### config.mk
export PLATFORM = sky130hd
export DESIGN_NAME = gray_fifo_ptr_ctrl
export DESIGN_NICKNAME = d
export VERILOG_FILES = /design/src/rtl/gray_fifo_ptr_ctrl.sv
export SDC_FILE = /design/constraint.sdc
export NUM_CORES = 1
export LEC_CHECK = 0
export CAP_MARGIN = 40
export CORE_ASPECT_RATIO = 1.2
export CORE_UTILIZATION = 40
export DETAILED_ROUTE_END_ITERATION = 12
export GPL_ROUTABILITY_DRIVEN = 0
export PLACE_DENSITY = 0.68
export SLEW_MARGIN = 15
export SYNTH_ARGS = -nofsm -noshare
export SYNTH_HDL_FRONTEND = slang
export SYNTH_SLANG_ARGS = --single-unit
### constraint.sdc
create_clock -name clk_i -period 3 [get_ports clk_i]
set_input_delay 0.9 -clock clk_i [delete_from_list [all_inputs] [get_ports clk_i]]
set_output_delay 0.9 -clock clk_i [all_outputs]
set_load 0.05 [all_outputs]
### src/rtl/gray_fifo_ptr_ctrl.sv
// rtl/gray_fifo_ptr_ctrl.sv - single-clock FIFO pointer controller with registered Gray pointer export

// Binary to Gray converter: each Gray bit is the XOR of adjacent binary bits.
module binary_to_gray #(
    parameter int WIDTH = 5
) (
    input  logic [WIDTH-1:0] bin_i,
    output logic [WIDTH-1:0] gray_o
);

    assign gray_o = bin_i ^ (bin_i >> 1);

endmodule

// Pointer controller for a 2^ADDR_WIDTH-entry FIFO. The pointers carry one extra
// wrap bit so that full and empty can be told apart when the addresses match.
module gray_fifo_ptr_ctrl #(
    parameter int ADDR_WIDTH = 4
) (
    input  logic                  clk_i,
    input  logic                  rst_ni,
    input  logic                  flush_i,
    input  logic                  push_i,
    input  logic                  pop_i,
    output logic                  push_ack_o,
    output logic                  pop_ack_o,
    output logic [ADDR_WIDTH-1:0] waddr_o,
    output logic [ADDR_WIDTH-1:0] raddr_o,
    output logic [ADDR_WIDTH:0]   wptr_gray_o,
    output logic [ADDR_WIDTH:0]   rptr_gray_o,
    output logic                  full_o,
    output logic                  empty_o,
    output logic [ADDR_WIDTH:0]   usage_o,
    output logic                  overflow_o,
    output logic                  underflow_o
);

    localparam int PW = ADDR_WIDTH + 1;

    logic [PW-1:0] wptr_q, wptr_d;
    logic [PW-1:0] rptr_q, rptr_d;
    logic [PW-1:0] wptr_gray_q, rptr_gray_q;
    logic [PW-1:0] wptr_gray_d, rptr_gray_d;
    logic          overflow_q, overflow_d;
    logic          underflow_q, underflow_d;

    // Status is derived from the registered pointers only, so it changes one cycle after acceptance.
    always_comb begin
        full_o  = (wptr_q[ADDR_WIDTH] != rptr_q[ADDR_WIDTH]) &&
                  (wptr_q[ADDR_WIDTH-1:0] == rptr_q[ADDR_WIDTH-1:0]);
        empty_o = (wptr_q == rptr_q);
        usage_o = wptr_q - rptr_q;
    end

    // Push and pop are judged independently against the current full/empty state; flush wins.
    always_comb begin
        push_ack_o = push_i & ~full_o  & ~flush_i;
        pop_ack_o  = pop_i  & ~empty_o & ~flush_i;
    end

    // Next pointer and sticky error state; rejected requests leave the pointers alone.
    always_comb begin
        wptr_d      = wptr_q + {{ADDR_WIDTH{1'b0}}, push_ack_o};
        rptr_d      = rptr_q + {{ADDR_WIDTH{1'b0}}, pop_ack_o};
        overflow_d  = overflow_q  | (push_i & full_o);
        underflow_d = underflow_q | (pop_i  & empty_o);
        if (flush_i) begin
            wptr_d      = '0;
            rptr_d      = '0;
            overflow_d  = 1'b0;
            underflow_d = 1'b0;
        end
    end

    // Gray codes are taken from the next-state pointers so the registered copies track
    // the binary pointers with no extra latency.
    binary_to_gray #(.WIDTH(PW)) u_wptr_gray (
        .bin_i  (wptr_d),
        .gray_o (wptr_gray_d)
    );

    binary_to_gray #(.WIDTH(PW)) u_rptr_gray (
        .bin_i  (rptr_d),
        .gray_o (rptr_gray_d)
    );

    // State registers; reset clears everything immediately, independent of the clock.
    always_ff @(posedge clk_i or negedge rst_ni) begin
        if (!rst_ni) begin
            wptr_q      <= '0;
            rptr_q      <= '0;
            wptr_gray_q <= '0;
            rptr_gray_q <= '0;
            overflow_q  <= 1'b0;
            underflow_q <= 1'b0;
        end else begin
            wptr_q      <= wptr_d;
            rptr_q      <= rptr_d;
            wptr_gray_q <= wptr_gray_d;
            rptr_gray_q <= rptr_gray_d;
            overflow_q  <= overflow_d;
            underflow_q <= underflow_d;
        end
    end

    // Outputs driven straight from registers so the exported Gray values cannot glitch.
    always_comb begin
        waddr_o     = wptr_q[ADDR_WIDTH-1:0];
        raddr_o     = rptr_q[ADDR_WIDTH-1:0];
        wptr_gray_o = wptr_gray_q;
        rptr_gray_o = rptr_gray_q;
        overflow_o  = overflow_q;
        underflow_o = underflow_q;
    end

endmodule
==> Implementation_results.wiki <==
{| class="wikitable"
! Metric !! Value
|-
| Result of the run || finished clean
|-
| Path class of the lowest-slack min-delay path || flop to flop
|-
| Flop2flop setup slack || 430 ps
|-
| Worst-Skew Late Latency || 290 ps
|-
| First-pass GRT wire length || 3350 µm
|-
| Worst setup path end || usage_o[4]
|-
| Post-synthesis cell area || 1020 µm²
|-
| Syn Inst Count || 90
|-
| Endpoint of the most critical register-to-register path || wptr_gray_o[1]$_DFF_PN0_
|-
| Highest-count cells in the layout ignoring fill and taps || sky130_fd_sc_hd__clkdlybuf4s50_1, sky130_fd_sc_hd__dfrtp_1, sky130_fd_sc_hd__inv_1, sky130_fd_sc_hd__xnor2_1, sky130_fd_sc_hd__ha_1
|-
| HPWL after DPL || 1590 µm
|-
| Iteration-0 DRC count of the detailed router || 2
|-
| DRC violation count after routing || 0
|-
| Leading cell type in the layout, fill and taps excluded || sky130_fd_sc_hd__clkdlybuf4s50_1
|-
| Share of final-layout standard cells stronger than drive strength 1 || 0.254
|-
| Die Width || 48.1 µm
|-
| PwrDens || 401 nW/µm²
|-
| Total inserted antenna cells || 0
|-
| TNS Setup || 0 ps
|-
| Share of the yosys chip area belonging to registers || 0.491
|-
| Routed wire length || 1960 µm
|-
| Crit path from || rptr_q[0]$_DFF_PN0_
|-
| Worst path setup slack after routing || 110 ps
|-
| Number of placed instances with taps included || 156
|-
| Count of non-filler cells in the finished layout || 161
|-
| Total number of yosys warnings || 0
|-
| Layout fillers || 186
|-
| Count of pins over their slew limit || 0
|-
| Number of nets with antenna violations after routing || 0
|-
| Worst Skew || 6.02 ps
|-
| Grt total ovfl || 0
|-
| Finish-stage setup viols || 0
|-
| Die Y-Extent || 57.3 µm
|-
| Switching share of total power || 0.318
|-
| Largest cells by area after synthesis || sky130_fd_sc_hd__dfrtp_1, sky130_fd_sc_hd__xnor2_1, sky130_fd_sc_hd__ha_1
|-
| Kind of launch point of the worst setup path || flop
|-
| Utilization of the core after routing || 0.663
|-
| Count of pins on the block boundary || 34
|-
| Number of global-route vias before repair || 768
|-
| Total via count after detailed routing || 729
|-
| Layout Nets || 145
|-
| Cell row count || 19
|-
| Total Power Consumption || 0.000627 W
|-
| Arrival time of data at the critical path endpoint || 1990 ps
|-
| Initial antenna violation count || 0
|-
| Share of total power in the clock network || 0.245
|-
| Final period util || 0.963
|-
| Maximum number of buffers from clock root to sink || 2
|-
| FF+latch count, synth || 20
|-
| Cell taking the most area after synthesis || sky130_fd_sc_hd__dfrtp_1
|-
| Effective utilization at floorplan || 0.433
|-
| Maximum frequency from static timing analysis || 346 MHz
|-
| Relative contribution of combinational cells to total power || 0.305
|-
| Routed via count divided by cell count || 4.53
|-
| Number of input and output port buffers inserted || 33
|-
| Net switching power of the design || 0.000199 W
|-
| Count of endpoints failing hold in the final timing report || 0
|-
| Worst vdd ir || 0.438 mV
|-
| Pin count of the biggest net entering global routing || 21
|-
| Mean post-synth cell area || 11.3 µm²
|-
| CTS Root Buffer Type || sky130_fd_sc_hd__clkbuf_4
|-
| Total Die Area || 2760 µm²
|-
| Area share of the largest cell type after synthesis || 0.491
|-
| Number of buffers inserted during clock tree synthesis || 3
|-
| CP Max Fanout || 3
|-
| Area growth from synthesis to layout || 53.1%
|-
| Worst setup slack before clock tree synthesis || 94.2 ps
|-
| Actual slew at the worst max-slew pin || 512 ps
|-
| Final Critical Period || 2890 ps
|-
| TritonCTS Sinks || 20
|-
| Rel. slew slack || 0.657
|-
| Class of the most critical setup path || flop to output pin
|-
| Core region area || 2350 µm²
|-
| Total global routing track utilization || 0.175
|-
| Clock tree from TritonCTS || yes
|-
| Depth of the most critical reg-to-reg path || 9
|-
| Library cells used by synthesis || 22
|-
| Htree depth || 1
|-
| Sequential power share || 0.449
|-
| Synthesized net count || 104
|-
| First-pass DRT Iterations || 2
|-
| Worst Setup End Kind || output pin
|-
| Average detailed-routed wire length per instance || 12.2 µm
|-
| Worst path required time || 2100 ps
|-
| Internal portion of total power || 0.000427 W
|-
| Reported max-cap violation count || 0
|-
| Leakage || 0.725 nW
|-
| Worst r2r src || wptr_q[2]$_DFF_PN0_
|-
| Clock slew at the register clock pins of the worst setup and hold paths || 110 ps
|}
==> power groups by stage <==
stage | clock network (W) | registers, W | logic, W
2_1_floorplan | 0 | 0.000314 | 0.0000891
3_3_place_gp | 0 | 0.000287 | 0.000189
3_5_place_dp | 0 | 0.000287 | 0.000191
4_1_cts | 0.000161 | 0.000282 | 0.000191
5_1_grt | 0.000172 | 0.000283 | 0.000204
6_report | 0.000154 | 0.000282 | 0.000191
==> flip-flops by register name (all words and copies together) (netlist names) <==
name	flops
overflow_o	1
rptr_gray_o	5
rptr_q	4
underflow_o	1
wptr_gray_o	5
wptr_q	4
==> Yosys cell counts, drive strengths merged <==
cell type,instances
a21o,2
a21oi,4
and2b,1
buf,1
dfrtp,20
fa,1
ha,8
inv,13
mux2,2
nand2b,1
nand3,4
nand4,1
nor2,11
nor2b,2
nor3b,2
or2,1
xnor2,12
xor2,4
==> logic make-up (layout without fill, tap and decap cells) <==
logic type | Yosys count | in the layout | share of synthesized area
compound gates | 6 | 6 | 0.0380
fa+ha+maj | 9 | 9 | 0.118
xor+xnor | 16 | 16 | 0.137
simple gates | 23 | 23 | 0.139
mux | 2 | 2 | 0.0221
buf+inv | 14 | 54 | 0.0552
flops | 20 | 20 | 0.491
==> routing by layer <==
layer / vias up / GRT usage / share of wire
met2: 18 / 0.293 / 0.53
met4: 0 / 0.0714 / 0.012
met5: - / 0 / 0
met1: 345 / 0.214 / 0.43
met3: 2 / 0.0285 / 0.036
li1: 364 / - / -
==> worst max-delay path, cell delays in order (launching register included) <==
cell and delay, ps:
sky130_fd_sc_hd__dfrtp_1 430, sky130_fd_sc_hd__ha_1 220, sky130_fd_sc_hd__fa_1 430, sky130_fd_sc_hd__inv_1 80, sky130_fd_sc_hd__a21o_1 120, sky130_fd_sc_hd__a21oi_2 70
sky130_fd_sc_hd__xor2_2 190, sky130_fd_sc_hd__buf_12 160
==> what timing repair did <==
item	in CTS	in global routing
setup buffers	0	1
gates resized for setup	0	1
setup endpoints to repair	0	1
hold buffers	0	0
==> worst min path at each step <==
stage,to,cells past startpoint,from
after floorplan,overflow_o$_DFF_PN0_,0,rst_ni
after global placement,overflow_o$_DFF_PN0_,2,overflow_o$_DFF_PN0_
after detailed placement,underflow_o$_DFF_PN0_,2,underflow_o$_DFF_PN0_
after CTS,underflow_o$_DFF_PN0_,2,underflow_o$_DFF_PN0_
after global routing,overflow_o$_DFF_PN0_,2,overflow_o$_DFF_PN0_
final,overflow_o$_DFF_PN0_,2,overflow_o$_DFF_PN0_
==> final cells by class <==
cell class	instances	area, µm²	area share
multi-input cells	56	507	0.325
flip-flops and latches	20	503	0.322
repair buffers	37	428	0.274
inverters	13	48.8	0.0312
well taps	31	38.8	0.0248
clock buffers	4	36.3	0.0232
==> metrics by stage <==
stage / area (µm²) / hold slack (ps)
5_1_grt: 1560 / 561
2_1_floorplan: 1060 / 604
4_1_cts: 1550 / 529
3_3_place_gp: 1510 / 485
3_5_place_dp: 1510 / 498
6_report: 1560 / 517
No activity file was read; power rests on OpenSTA's default activity.
